==> src/rtl/multicycle_controller_if.sv <==
// Control/status bundle between the multi-cycle controller and the MIPS datapath.
// The controller takes the master side: it drives every control strobe and select,
// and the datapath (slave) returns the decoded IR fields, the ALU zero flag and
// the memory ready handshake.
interface multicycle_controller_if #(
  parameter int CNT_W = 32
);
  logic [5:0]       opcode;
  logic [5:0]       funct;
  logic             zero;
  logic             mem_ready;
  logic             pc_write;
  logic [1:0]       pc_src;
  logic             ir_write;
  logic             mem_req;
  logic             mem_write;
  logic             iord;
  logic             reg_write;
  logic [1:0]       reg_dst;
  logic [1:0]       what_to_reg;
  logic             alu_src;
  logic [1:0]       ext_op;
  logic [2:0]       alu_ctrl;
  logic [2:0]       state;
  logic             illegal;
  logic [CNT_W-1:0] retired;

  modport master (
    input  opcode, funct, zero, mem_ready,
    output pc_write, pc_src, ir_write, mem_req, mem_write, iord, reg_write,
           reg_dst, what_to_reg, alu_src, ext_op, alu_ctrl, state, illegal, retired
  );

  modport slave (
    output opcode, funct, zero, mem_ready,
    input  pc_write, pc_src, ir_write, mem_req, mem_write, iord, reg_write,
           reg_dst, what_to_reg, alu_src, ext_op, alu_ctrl, state, illegal, retired
  );
endinterface

==> src/rtl/multicycle_controller.sv <==
// Multi-cycle control FSM for a MIPS subset (addu, subu, ori, lw, sw, beq, lui,
// jal, jr, nop). One shared ALU and one shared memory are sequenced over
// FETCH/DECODE/EXEC/MEM/WB; controls are decoded from the state register and the
// live IR fields, and are all held at zero while reset_n is low.
module multicycle_controller #(
  parameter int CNT_W = 32
) (
  input  logic                  clk,
  input  logic                  reset_n,
  multicycle_controller_if.master bus
);

  typedef enum logic [2:0] {
    S_FETCH  = 3'd0,
    S_DECODE = 3'd1,
    S_EXEC   = 3'd2,
    S_MEM    = 3'd3,
    S_WB     = 3'd4
  } state_t;

  typedef enum logic [3:0] {
    C_ADDU, C_SUBU, C_ORI, C_LW, C_SW, C_BEQ, C_LUI, C_JAL, C_JR, C_NOP, C_ILL
  } cls_t;

  localparam logic [5:0] OP_RTYPE = 6'h00;
  localparam logic [5:0] OP_JAL   = 6'h03;
  localparam logic [5:0] OP_BEQ   = 6'h04;
  localparam logic [5:0] OP_ORI   = 6'h0d;
  localparam logic [5:0] OP_LUI   = 6'h0f;
  localparam logic [5:0] OP_LW    = 6'h23;
  localparam logic [5:0] OP_SW    = 6'h2b;
  localparam logic [5:0] F_NOP    = 6'h00;
  localparam logic [5:0] F_JR     = 6'h08;
  localparam logic [5:0] F_ADDU   = 6'h21;
  localparam logic [5:0] F_SUBU   = 6'h23;

  state_t           r_state;
  state_t           w_next;
  logic [CNT_W-1:0] r_retired;
  cls_t             w_cls;
  logic             w_retire;

  logic       w_pc_write, w_ir_write, w_mem_req, w_mem_write, w_iord;
  logic       w_reg_write, w_alu_src, w_illegal;
  logic [1:0] w_pc_src, w_reg_dst, w_what_to_reg, w_ext_op;
  logic [2:0] w_alu_ctrl;

  // Classify the instruction held in IR; anything not recognised is illegal.
  always_comb begin
    w_cls = C_ILL;
    case (bus.opcode)
      OP_RTYPE: begin
        case (bus.funct)
          F_NOP:   w_cls = C_NOP;
          F_JR:    w_cls = C_JR;
          F_ADDU:  w_cls = C_ADDU;
          F_SUBU:  w_cls = C_SUBU;
          default: w_cls = C_ILL;
        endcase
      end
      OP_JAL:  w_cls = C_JAL;
      OP_BEQ:  w_cls = C_BEQ;
      OP_ORI:  w_cls = C_ORI;
      OP_LUI:  w_cls = C_LUI;
      OP_LW:   w_cls = C_LW;
      OP_SW:   w_cls = C_SW;
      default: w_cls = C_ILL;
    endcase
  end

  // Next-state, retire and control decode for the current state.
  // NOTE: every signal gets a default before the case so no path leaves one unassigned (no latches).
  always_comb begin
    w_next        = S_FETCH;
    w_retire      = 1'b0;
    w_pc_write    = 1'b0;
    w_pc_src      = 2'd0;
    w_ir_write    = 1'b0;
    w_mem_req     = 1'b0;
    w_mem_write   = 1'b0;
    w_iord        = 1'b0;
    w_reg_write   = 1'b0;
    w_reg_dst     = 2'd0;
    w_what_to_reg = 2'd0;
    w_alu_src     = 1'b0;
    w_ext_op      = 2'd0;
    w_alu_ctrl    = 3'd0;
    w_illegal     = 1'b0;
    case (r_state)
      S_FETCH: begin
        w_mem_req = 1'b1;
        if (bus.mem_ready) begin
          w_ir_write = 1'b1;
          w_pc_write = 1'b1;
          w_next     = S_DECODE;
        end else begin
          w_next = S_FETCH;
        end
      end
      S_DECODE: begin
        // ALU forms the branch target PC+4+(imm<<2) while the class is resolved.
        w_ext_op = 2'd1;
        case (w_cls)
          C_JAL: begin
            w_reg_write   = 1'b1;
            w_reg_dst     = 2'd2;
            w_what_to_reg = 2'd2;
            w_pc_write    = 1'b1;
            w_pc_src      = 2'd2;
            w_retire      = 1'b1;
          end
          C_JR: begin
            w_pc_write = 1'b1;
            w_pc_src   = 2'd3;
            w_retire   = 1'b1;
          end
          C_NOP: w_retire = 1'b1;
          C_ILL: begin
            w_illegal = 1'b1;
            w_retire  = 1'b1;
          end
          default: w_next = S_EXEC;
        endcase
      end
      S_EXEC: begin
        case (w_cls)
          C_ADDU: w_next = S_WB;
          C_SUBU: begin
            w_alu_ctrl = 3'd1;
            w_next     = S_WB;
          end
          C_ORI: begin
            w_alu_src  = 1'b1;
            w_alu_ctrl = 3'd2;
            w_next     = S_WB;
          end
          C_LUI: begin
            w_alu_src  = 1'b1;
            w_ext_op   = 2'd2;
            w_alu_ctrl = 3'd2;
            w_next     = S_WB;
          end
          C_LW, C_SW: begin
            w_alu_src = 1'b1;
            w_ext_op  = 2'd1;
            w_next    = S_MEM;
          end
          C_BEQ: begin
            w_alu_ctrl = 3'd1;
            w_pc_write = bus.zero;
            w_pc_src   = bus.zero ? 2'd1 : 2'd0;
            w_retire   = 1'b1;
          end
          default: w_next = S_FETCH;
        endcase
      end
      S_MEM: begin
        // Address computation is held so the memory sees a stable address while waiting.
        w_mem_req   = 1'b1;
        w_iord      = 1'b1;
        w_alu_src   = 1'b1;
        w_ext_op    = 2'd1;
        w_mem_write = (w_cls == C_SW);
        if (!bus.mem_ready) begin
          w_next = S_MEM;
        end else if (w_cls == C_LW) begin
          w_next = S_WB;
        end else begin
          w_retire = 1'b1;
        end
      end
      S_WB: begin
        w_reg_write = 1'b1;
        w_retire    = 1'b1;
        if (w_cls == C_ADDU || w_cls == C_SUBU) w_reg_dst = 2'd1;
        if (w_cls == C_LW) w_what_to_reg = 2'd1;
      end
      default: w_next = S_FETCH;
    endcase
  end

  // State register and retired-instruction counter.
  // NOTE: sequential state uses non-blocking assignments so all flops update together on the edge.
  // NOTE: reset is asynchronous; reset mid-instruction drops it and returns to FETCH.
  always_ff @(posedge clk or negedge reset_n) begin
    if (!reset_n) begin
      r_state   <= S_FETCH;
      r_retired <= '0;
    end else begin
      r_state <= w_next;
      if (w_retire) r_retired <= r_retired + CNT_W'(1);
    end
  end

  // Outputs are gated by reset_n so no strobe can leak while reset is asserted.
  assign bus.pc_write    = reset_n & w_pc_write;
  assign bus.ir_write    = reset_n & w_ir_write;
  assign bus.mem_req     = reset_n & w_mem_req;
  assign bus.mem_write   = reset_n & w_mem_write;
  assign bus.iord        = reset_n & w_iord;
  assign bus.reg_write   = reset_n & w_reg_write;
  assign bus.alu_src     = reset_n & w_alu_src;
  assign bus.illegal     = reset_n & w_illegal;
  assign bus.pc_src      = reset_n ? w_pc_src      : 2'd0;
  assign bus.reg_dst     = reset_n ? w_reg_dst     : 2'd0;
  assign bus.what_to_reg = reset_n ? w_what_to_reg : 2'd0;
  assign bus.ext_op      = reset_n ? w_ext_op      : 2'd0;
  assign bus.alu_ctrl    = reset_n ? w_alu_ctrl    : 3'd0;
  assign bus.state       = r_state;
  assign bus.retired     = r_retired;

endmodule

==> src/flat_wrapper.sv <==
// flat-port wrapper written by rule: the top's interface ports become plain ports
module multicycle_controller_flat 
#(
  parameter int CNT_W = 32
)
  (clk, reset_n, bus_opcode, bus_funct, bus_zero, bus_mem_ready, bus_pc_write, bus_pc_src, bus_ir_write, bus_mem_req, bus_mem_write, bus_iord, bus_reg_write, bus_reg_dst, bus_what_to_reg, bus_alu_src, bus_ext_op, bus_alu_ctrl, bus_state, bus_illegal, bus_retired);
  multicycle_controller_if #(.CNT_W(CNT_W)) bus_i ();
  input  logic clk;
  input  logic reset_n;
  input wire logic [$bits(bus_i.opcode)-1:0] bus_opcode;
  input wire logic [$bits(bus_i.funct)-1:0] bus_funct;
  input wire logic [$bits(bus_i.zero)-1:0] bus_zero;
  input wire logic [$bits(bus_i.mem_ready)-1:0] bus_mem_ready;
  output wire logic [$bits(bus_i.pc_write)-1:0] bus_pc_write;
  output wire logic [$bits(bus_i.pc_src)-1:0] bus_pc_src;
  output wire logic [$bits(bus_i.ir_write)-1:0] bus_ir_write;
  output wire logic [$bits(bus_i.mem_req)-1:0] bus_mem_req;
  output wire logic [$bits(bus_i.mem_write)-1:0] bus_mem_write;
  output wire logic [$bits(bus_i.iord)-1:0] bus_iord;
  output wire logic [$bits(bus_i.reg_write)-1:0] bus_reg_write;
  output wire logic [$bits(bus_i.reg_dst)-1:0] bus_reg_dst;
  output wire logic [$bits(bus_i.what_to_reg)-1:0] bus_what_to_reg;
  output wire logic [$bits(bus_i.alu_src)-1:0] bus_alu_src;
  output wire logic [$bits(bus_i.ext_op)-1:0] bus_ext_op;
  output wire logic [$bits(bus_i.alu_ctrl)-1:0] bus_alu_ctrl;
  output wire logic [$bits(bus_i.state)-1:0] bus_state;
  output wire logic [$bits(bus_i.illegal)-1:0] bus_illegal;
  output wire logic [$bits(bus_i.retired)-1:0] bus_retired;
  assign bus_i.opcode = bus_opcode;
  assign bus_i.funct = bus_funct;
  assign bus_i.zero = bus_zero;
  assign bus_i.mem_ready = bus_mem_ready;
  assign bus_pc_write = bus_i.pc_write;
  assign bus_pc_src = bus_i.pc_src;
  assign bus_ir_write = bus_i.ir_write;
  assign bus_mem_req = bus_i.mem_req;
  assign bus_mem_write = bus_i.mem_write;
  assign bus_iord = bus_i.iord;
  assign bus_reg_write = bus_i.reg_write;
  assign bus_reg_dst = bus_i.reg_dst;
  assign bus_what_to_reg = bus_i.what_to_reg;
  assign bus_alu_src = bus_i.alu_src;
  assign bus_ext_op = bus_i.ext_op;
  assign bus_alu_ctrl = bus_i.alu_ctrl;
  assign bus_state = bus_i.state;
  assign bus_illegal = bus_i.illegal;
  assign bus_retired = bus_i.retired;
  multicycle_controller #(.CNT_W(CNT_W)) u_core (.clk(clk), .reset_n(reset_n), .bus(bus_i));
endmodule
==> config.mk <==
export PLATFORM = sky130hd
export DESIGN_NAME = multicycle_controller_flat
export DESIGN_NICKNAME = d
export VERILOG_FILES = /design/src/rtl/multicycle_controller_if.sv /design/src/rtl/multicycle_controller.sv /design/src/flat_wrapper.sv
export SDC_FILE = /design/constraint.sdc
export NUM_CORES = 1
export LEC_CHECK = 0
export ABC_AREA = 1
export BUFFER_PORTS_ARGS = -buffer_cell sky130_fd_sc_hd__buf_2
export CORE_MARGIN = 3
export CORE_UTILIZATION = 29
export CTS_CLUSTER_DIAMETER = 100
export DETAILED_ROUTE_END_ITERATION = 10
export GPL_ROUTABILITY_DRIVEN = 0
export PLACE_DENSITY = 0.59
export SYNTH_ARGS = -nofsm -noshare
export SYNTH_HDL_FRONTEND = slang
export SYNTH_SLANG_ARGS = --single-unit
export TNS_END_PERCENT = 10
==> constraint.sdc <==
create_clock -name clk -period 1.8 [get_ports clk]
set_input_delay 0.18 -clock clk [delete_from_list [all_inputs] [get_ports clk]]
set_output_delay 0.18 -clock clk [all_outputs]
set_load 0.01 [all_outputs]
==> results.txt, run 1 <==
----------------------------------------------------
[Synth]
  Cell taking the most area after synthesis ... sky130_fd_sc_hd__dfrtp_1
  Dominant synthesized flop cell ... sky130_fd_sc_hd__dfrtp_1
  Cells after synthesis ... 411
  Multiplexer share of the synthesized area ... 0%
  Top post-synthesis cells by area ... sky130_fd_sc_hd__dfrtp_1, sky130_fd_sc_hd__nand2_1, sky130_fd_sc_hd__nand4_1
  Synthesized-area fraction occupied by xor and xnor cells ... 9.48%
  Complex-gate fraction of the synthesized area ... about 1.7%
  Warning count from the yosys run ... 0
  Adder and majority cell fraction of the synthesized area ... less than 1%
  Most frequent cell after synthesis ... sky130_fd_sc_hd__nand2_1
  Number of synthesized flops with an enable pin ... 0
  Mapped Avg Cell Area ... 6.75 µm²
  Dominant combinational cell family by area after synthesis ... simple AND/OR/NAND/NOR gates
  Post-synthesis cell type count ... 29
  Sequential cell area fraction in the yosys report ... a little under a third
  Post-synthesis register bit count ... 35
  Top cell type's share of synthesized area ... about a third
  FFs w/ async S/R, synth ... 100%
  Simple-gate share of the synthesized area ... just under 50%
  Commonest cells post-synth ... sky130_fd_sc_hd__nand2_1, sky130_fd_sc_hd__nor2_1, sky130_fd_sc_hd__nand4_1, sky130_fd_sc_hd__dfrtp_1, sky130_fd_sc_hd__inv_1
  Netlist Area Pre-Place ... ~0.0028 mm²
  Syn_nets ... 428

[Die]
  Floorplan die area ... between 0.01 and 0.015 mm²
  Area of the core region ... 0.00928 mm²
  Die Wd ... between 100 and 150 µm
  Io pins ... 70
  Effective utilization at floorplan ... between 20 and 30%
  FP Rows ... 35
  Die Y ... about 100 µm

[Global routing]
  Maximum number of pins on one net before global-route repair ... 34
  Global routing usage summed across all routing layers ... roughly 15%
  Global route overflow ... 0
  Vias in the first global route ... between 2000 and 3000
  Number of antenna violations at the first check in global routing ... 0
  First-pass GRT wire length ... roughly 14 mm

[Setup path]
  Worst path max stage delay ... approximately 0.4 ns
  Logic depth of the worst setup path including buffers ... 10
  Launch point of the critical path ... u_core.bus.state[2]
  Capturing element of the worst setup path ... bus_pc_write
  FF-to-FF End ... u_core.bus.retired[25]
  Critical path cell sequence ... inv_2, nand2_2, nor2_4, inv_2, nor2_4, nand4_1, nand3_1, nand2_1, inv_1, buf_2
  Cell family contributing the most delay on the critical path ... simple AND/OR/NAND/NOR gates
  Crit path capture type ... output port
  Worst path buffer plus inverter count ... 4
  Critical Path AT ... 1.55 ns
  Crit path launch type ... register
  Max Fanout on Critical Path ... 4
  Depth of the worst register-to-register path ... 6
  Slowest cell on the critical path ... sky130_fd_sc_hd__dfrtp_1
  Reg2reg setup slack ... around 0.13 ns
  Worst endpoint required time ... approximately 1.6 ns
  Startpoint-to-endpoint class of the critical path ... reg -> out
  Crit Reg-Reg Startpoint ... u_core.bus.state[0]

[STA]
  Final count of pins violating max slew ... 0
  Setup violation total in the final timing report ... 0
  Final Worst Setup Slack ... roughly 0.067 ns
  Final setup skew ... approximately 0.0073 ns
  Maximum clock frequency ... approximately 580 MHz
  Final Hold Viols ... 0
  Setup Total Neg Slack ... 0 ns
  Final period demand of the worst path ... 1.73 ns
  Unrepaired setup endpoints after global routing ... yes
  Ratio of final minimum period to clock period ... 96.3%

[Routing]
  ANT nets after route ... 0
  Total wire length after detailed routing ... between 8 and 9 mm
  TritonRoute pass-1 iters ... 4
  Vias per cell ... between 4 and 5
  Detailed-route DRC error count ... 0
  Vias after detailed routing ... 3019
  Initial DRC count ... 156
  Drt wl/cell ... between 10 and 15 µm

[Clock tree]
  Htree depth ... 2
  Number of buffers between clock root and the deepest sink ... 2
  TritonCTS Buffers ... 5
  Sinks on Clock Net ... 35
  TritonCTS clock tree ... done
  Clk Tree Root Cell ... sky130_fd_sc_hd__clkbuf_8
  Clock latency at the later pin of the worst-skew pair ... slightly below 0.3 ns
  Clock slew at the register clock pins of the worst setup and hold paths ... ~0.07 ns

[Power]
  IR Drop Worst-Case VDD ... 0.000205 V
  Power density over the cells ... a little under 600 mW/mm²
  Reported leakage power ... between 1.5 and 2 nW

[Placement]
  Pre-CTS setup slack ... roughly 0.011 ns
  Number of I/O port buffers ... between 60 and 70
  Half-perimeter wire length of the detailed placement result ... between 6 and 7 mm

[Layout]
  Number of diodes ... 0
  Footprint of the multi-input gates ... 0.00173 mm²
  Filler instances ... ~1000
  Nets@finish ... about 510
  Sequential cell area in the final layout ... 878 µm²
  Synth-to-Final Area Change ... 23.9%
  Layout cell share with drive strength beyond 1 ... approximately a quarter

[Hold path]
  Hold/Removal Path Class ... in -> reg

[Run]
  Max-cap check violation count ... 0

[Run status]
  Result of the run ... finished, final reports clean

----------------------------------------------------
==> area by class of cell <==
cell class	count	area share [%]
Clock buffer	5	2.00
Timing Repair Buffer	85	13.7
Tap cell	129	4.70
Inverter	30	3.28
Multi-Input combinational cell	331	50.3
Sequential cell	35	25.6
Clock inverter	3	0.437
==> worst reg2reg max path, delay by kind of cell, from the launching register on <==
kind	cells	cell delay [ns]
flops	1	0.47
compound gates	1	0.22
simple gates	5	0.86
==> through the flow <==
step           utilization, %  power [W]  hold WS [ns]  instances  instance area [µm²]
2_1_floorplan               -    0.00124        -0.116        411                 2770
3_3_place_gp             35.3    0.00144        0.0577        606                 3280
3_5_place_dp             35.3    0.00145        0.0567        606                 3280
4_1_cts                  36.7    0.00202         0.216        617                 3410
5_1_grt                  37.0    0.00213         0.251        618                 3440
6_report                 37.0    0.00200         0.231        618                 3440
==> metal layers <==
layer	vias up	part of all wire (%)	global-route usage, %
met4	0	2.1	4.65
met1	1423	49	21.1
met2	78	45	23.5
met5	-	0	0
met3	17	4.5	2.99
li1	1501	-	-
==> where the power goes <==
part	switching (W)	leakage, nW	total (W)	internal (W)
clock	0.000293	0.0477	0.000558	0.000265
sequential	0.0000738	0.479	0.000916	0.000842
combinational	0.000315	1.32	0.000527	0.000212
==> kinds of logic (layout without fill, tap and decap cells) <==
logic type                 after synthesis  in the layout
and+or+nand+nor                        291            291
xor gates and xnor gates                30             30
DFF                                     35             35
other                                    1              1
adders and majority gates                1              1
buffers and inverters                   45            123
AOI/OAI and AO/OA                        8              8
==> layout by cell type, fill, tap and decap left out, types with 2 or more instances in the layout <==
master,n
sky130_fd_sc_hd__a21oi_1,4
sky130_fd_sc_hd__buf_2,68
sky130_fd_sc_hd__buf_4,16
sky130_fd_sc_hd__clkbuf_8,5
sky130_fd_sc_hd__clkinv_2,3
sky130_fd_sc_hd__dfrtp_1,33
sky130_fd_sc_hd__dfrtp_2,2
sky130_fd_sc_hd__inv_1,25
sky130_fd_sc_hd__inv_2,5
sky130_fd_sc_hd__nand2_1,139
sky130_fd_sc_hd__nand2_2,3
sky130_fd_sc_hd__nand2_4,2
sky130_fd_sc_hd__nand3_1,19
sky130_fd_sc_hd__nand3_2,3
sky130_fd_sc_hd__nand3_4,3
sky130_fd_sc_hd__nand4_1,40
sky130_fd_sc_hd__nor2_1,50
sky130_fd_sc_hd__nor2_2,6
sky130_fd_sc_hd__nor2_4,5
sky130_fd_sc_hd__nor3_1,13
sky130_fd_sc_hd__nor3b_1,5
sky130_fd_sc_hd__o21ai_0,2
sky130_fd_sc_hd__xnor2_1,15
sky130_fd_sc_hd__xor2_1,15
==> repair_timing <==
action | 4_1_cts | 5_1_grt
setup buffers | 2 | 1
cloned | 0 | 0
hold buffers | 1 | 0
hold endpoints to repair | 2 | 0
gates resized for setup | 8 | 8
endpoints found under the setup margin | 10 | 20
pin swaps | 1 | 6
==> registers in the layout, summed over array words and instances, names as in the netlist <==
name	cells
u_core.bus.retired	32
u_core.bus.state	3
==> how the worst min path moves through the flow <==
stage / from / end / slack (ns) / cells after the start
global placement: reset_n / u_core.bus.state[0] / 0.06 / 1
global route: bus_mem_ready / u_core.bus.state[0] / 0.25 / 3
finish: bus_mem_ready / u_core.bus.state[0] / 0.23 / 3
detailed placement: reset_n / u_core.bus.state[0] / 0.06 / 1
CTS: bus_mem_ready / u_core.bus.state[0] / 0.22 / 3
floorplan: reset_n / u_core.bus.retired[0] / -0.12 / 0
(Power assumes the default switching activity.)
==> run 2, diff against run 1 <==
--- a/config.mk
+++ b/config.mk
@@ -7,7 +7,7 @@
 export LEC_CHECK = 0
 export ABC_AREA = 1
 export BUFFER_PORTS_ARGS = -buffer_cell sky130_fd_sc_hd__buf_2
-export CORE_MARGIN = 3
+export CORE_MARGIN = 10
 export CORE_UTILIZATION = 29
 export CTS_CLUSTER_DIAMETER = 100
 export DETAILED_ROUTE_END_ITERATION = 10
==> results.txt, run 2 (same netlist as run 1, synthesis figures left out) <==
----------------------------------------------------
[Setup path]
  Cell family contributing the most delay on the critical path ... simple AND/OR/NAND/NOR gates (unchanged)
  Slowest cell on the critical path ... sky130_fd_sc_hd__dfrtp_2 (was sky130_fd_sc_hd__dfrtp_1)
  Crit Reg-Reg Startpoint ... u_core.bus.state[2] (was u_core.bus.state[0])
  Reg2reg setup slack ... 0.10 ns (was 0.13 ns)
  Critical Path AT ... 1.67 ns (was 1.55 ns)
  FF-to-FF End ... u_core.bus.retired[12] (was u_core.bus.retired[25])
  Worst path max stage delay ... 0.46 ns (was 0.39 ns)
  Capturing element of the worst setup path ... bus_reg_write (was bus_pc_write)
  Startpoint-to-endpoint class of the critical path ... reg -> out (unchanged)
  Worst path buffer plus inverter count ... 1 (was 4)
  Depth of the worst register-to-register path ... 8 (was 6)
  Crit path launch type ... register (unchanged)
  Logic depth of the worst setup path including buffers ... 4 (was 10)
  Worst endpoint required time ... 1.62 ns (about the same)
  Max Fanout on Critical Path ... 5 (was 4)
  Launch point of the critical path ... u_core.bus.state[1] (was u_core.bus.state[2])
  Critical path cell sequence ... nor3_1, nand2_1, o21ai_0, buf_2 (was inv_2, nand2_2, nor2_4, inv_2, nor2_4, nand4_1, nand3_1, nand2_1, inv_1, buf_2)
  Crit path capture type ... output port (unchanged)

[Global routing]
  First-pass GRT wire length ... 15.0 mm (was 13.6 mm)
  Global routing usage summed across all routing layers ... 12.7% (was 15.1%)
  Maximum number of pins on one net before global-route repair ... 33 (was 34)
  Vias in the first global route ... 2997 (was 2820)
  Number of antenna violations at the first check in global routing ... 0 (unchanged)
  Global route overflow ... 0 (unchanged)

[STA]
  Maximum clock frequency ... 542 MHz (was 577 MHz)
  Final setup skew ... 0.00375 ns (was 0.00735 ns)
  Final count of pins violating max slew ... 0 (unchanged)
  Final Worst Setup Slack ... -0.0454 ns (was 0.0672 ns)
  Final period demand of the worst path ... 1.85 ns (was 1.73 ns)
  Setup Total Neg Slack ... -0.0618 ns (was 0 ns)
  Smallest hold slack ... 0.104 ns (was 0.231 ns)
  Ratio of final minimum period to clock period ... 103% (was 96.3%)
  Unrepaired setup endpoints after global routing ... yes (unchanged)
  Setup violation total in the final timing report ... 3 (was 0)
  Final Hold Viols ... 0 (unchanged)

[Routing]
  Total wire length after detailed routing ... 9.19 mm (was 8.16 mm)
  Drt wl/cell ... 14.5 µm (was 13.2 µm)
  ANT nets after route ... 0 (unchanged)
  Detailed-route DRC error count ... 0 (unchanged)
  TritonRoute pass-1 iters ... 4 (unchanged)
  Vias per cell ... 4.83 (was 4.89)
  Initial DRC count ... 206 (was 156)
  Vias after detailed routing ... 3068 (was 3019)

[Run status]
  Result of the run ... complete, but fails checks (was finished, final reports clean)
  Violated checks ... setup timing

[Placement]
  Number of I/O port buffers ... 68 (unchanged)
  Half-perimeter wire length of the detailed placement result ... 6.93 mm (was 6.40 mm)
  Pre-CTS setup slack ... -0.206 ns (was 0.0111 ns)

[Layout]
  Post-layout util ... 39.4% (was 37.0%)
  Filler instances ... 1003 (was 1039)
  Number of flip-flops under the largest register name ... 32 (unchanged)
  Layout cell share with drive strength beyond 1 ... 29.4% (was 25.4%)
  Leading cell types in the layout, fill and taps excluded ... sky130_fd_sc_hd__nand2_1, sky130_fd_sc_hd__buf_2, sky130_fd_sc_hd__nor2_1, sky130_fd_sc_hd__nand4_1, sky130_fd_sc_hd__dfrtp_1 (unchanged)
  Number of diodes ... 0 (unchanged)
  Synth-to-Final Area Change ... 31.9% (was 23.9%)
  Leading cell type in the layout, fill and taps excluded ... sky130_fd_sc_hd__nand2_1 (unchanged)
  Nets@finish ... 522 (was 505)

[Clock tree]
  Clock latency at the later pin of the worst-skew pair ... 0.29 ns (about the same)
  Number of buffers between clock root and the deepest sink ... 2 (unchanged)
  TritonCTS clock tree ... done (unchanged)
  TritonCTS Buffers ... 5 (unchanged)
  Sinks on Clock Net ... 35 (unchanged)
  Htree depth ... 2 (unchanged)
  Clk Tree Root Cell ... sky130_fd_sc_hd__clkbuf_8 (unchanged)
  Clock slew at the register clock pins of the worst setup and hold paths ... 0.07 ns (about the same)

[Die]
  Io pins ... 70 (unchanged)
  Floorplan die area ... 0.0139 mm² (was 0.0108 mm²)
  Effective utilization at floorplan ... 29.9% (unchanged)
  Die Wd ... 118 µm (was 104 µm)
  Area of the core region ... 0.00928 mm² (unchanged)
  FP Rows ... 35 (unchanged)
  Die Y ... 118 µm (was 104 µm)

[Power]
  Clock share of power ... 27.0% (was 27.9%)
  Net Sw Frac ... 34.1% (about the same)
  Reported leakage power ... 1.94 nW (was 1.84 nW)
  Power density over the cells ... 566 mW/mm² (was 582 mW/mm²)
  Switching power total ... 0.000707 W (was 0.000682 W)
  Fraction of power consumed by sequential logic ... 44.3% (was 45.8%)
  Internal power ... 0.00136 W (was 0.00132 W)
  Fraction of power consumed by combinational cells ... 28.7% (was 26.3%)
  IR Drop Worst-Case VDD ... 0.000295 V (was 0.000205 V)

[Run]
  Max-cap check violation count ... 0 (unchanged)

[Hold path]
  Hold/Removal Path Class ... in -> async (was in -> reg)

----------------------------------------------------
-- run 2: how the worst min path moves through the flow --
stage / end / slack [ns] / cells after the start
floorplan: u_core.bus.retired[0] / -0.12 / 0
global placement: u_core.bus.state[2] / 0.06 / 1
detailed placement: u_core.bus.state[1] / 0.06 / 1
CTS: u_core.bus.retired[17] / 0.11 / 2
global route: u_core.bus.retired[16] / 0.14 / 2
finish: u_core.bus.retired[17] / 0.10 / 2
-- run 2: per-stage QoR --
| step | power (W) | cells | cell area [µm²] |
|---|---|---|---|
| CTS | 0.00205 | 627 | 3490 |
| global placement | 0.00146 | 615 | 3340 |
| floorplan | 0.00124 | 411 | 2770 |
| detailed placement | 0.00147 | 615 | 3340 |
| global route | 0.00219 | 635 | 3660 |
| finish | 0.00207 | 635 | 3660 |
-- run 2: what timing repair did --
item                                    in CTS  in global routing
gates cloned                                 1                  0
setup buffers                                2                  8
pin swaps                                    2                 11
hold buffers                                 1                  0
resized for setup                            9                 25
endpoints found under the hold margin        3                  0
endpoints found under the setup margin      42                 44
-- run 2: area by class of cell --
cell class	count	area (µm²)	area share, %
Inverter	30	113	3.08
Multi-Input combinational cell	332	1790	49.0
Timing Repair Buffer	101	629	17.2
Clock inverter	1	5.00	0.137
Clock buffer	7	76.3	2.09
Tap cell	129	161	4.41
Sequential cell	35	881	24.1
-- run 2: power groups by stage --
stage          clock network [W]  registers, W  logic [W]
3_3_place_gp                   0      0.000921   0.000540
4_1_cts                 0.000568      0.000912   0.000567
6_report                0.000558      0.000917   0.000595
2_1_floorplan                  0      0.000946   0.000293
5_1_grt                 0.000600      0.000929   0.000665
3_5_place_dp                   0      0.000925   0.000547
-- run 2: metal layers --
layer / track usage [%] / wire length (µm)
met1: 15.9 / 4220
met2: 21.4 / 4430
met3: 2.93 / 448
met4: 3.40 / 85
met5: 0 / 0
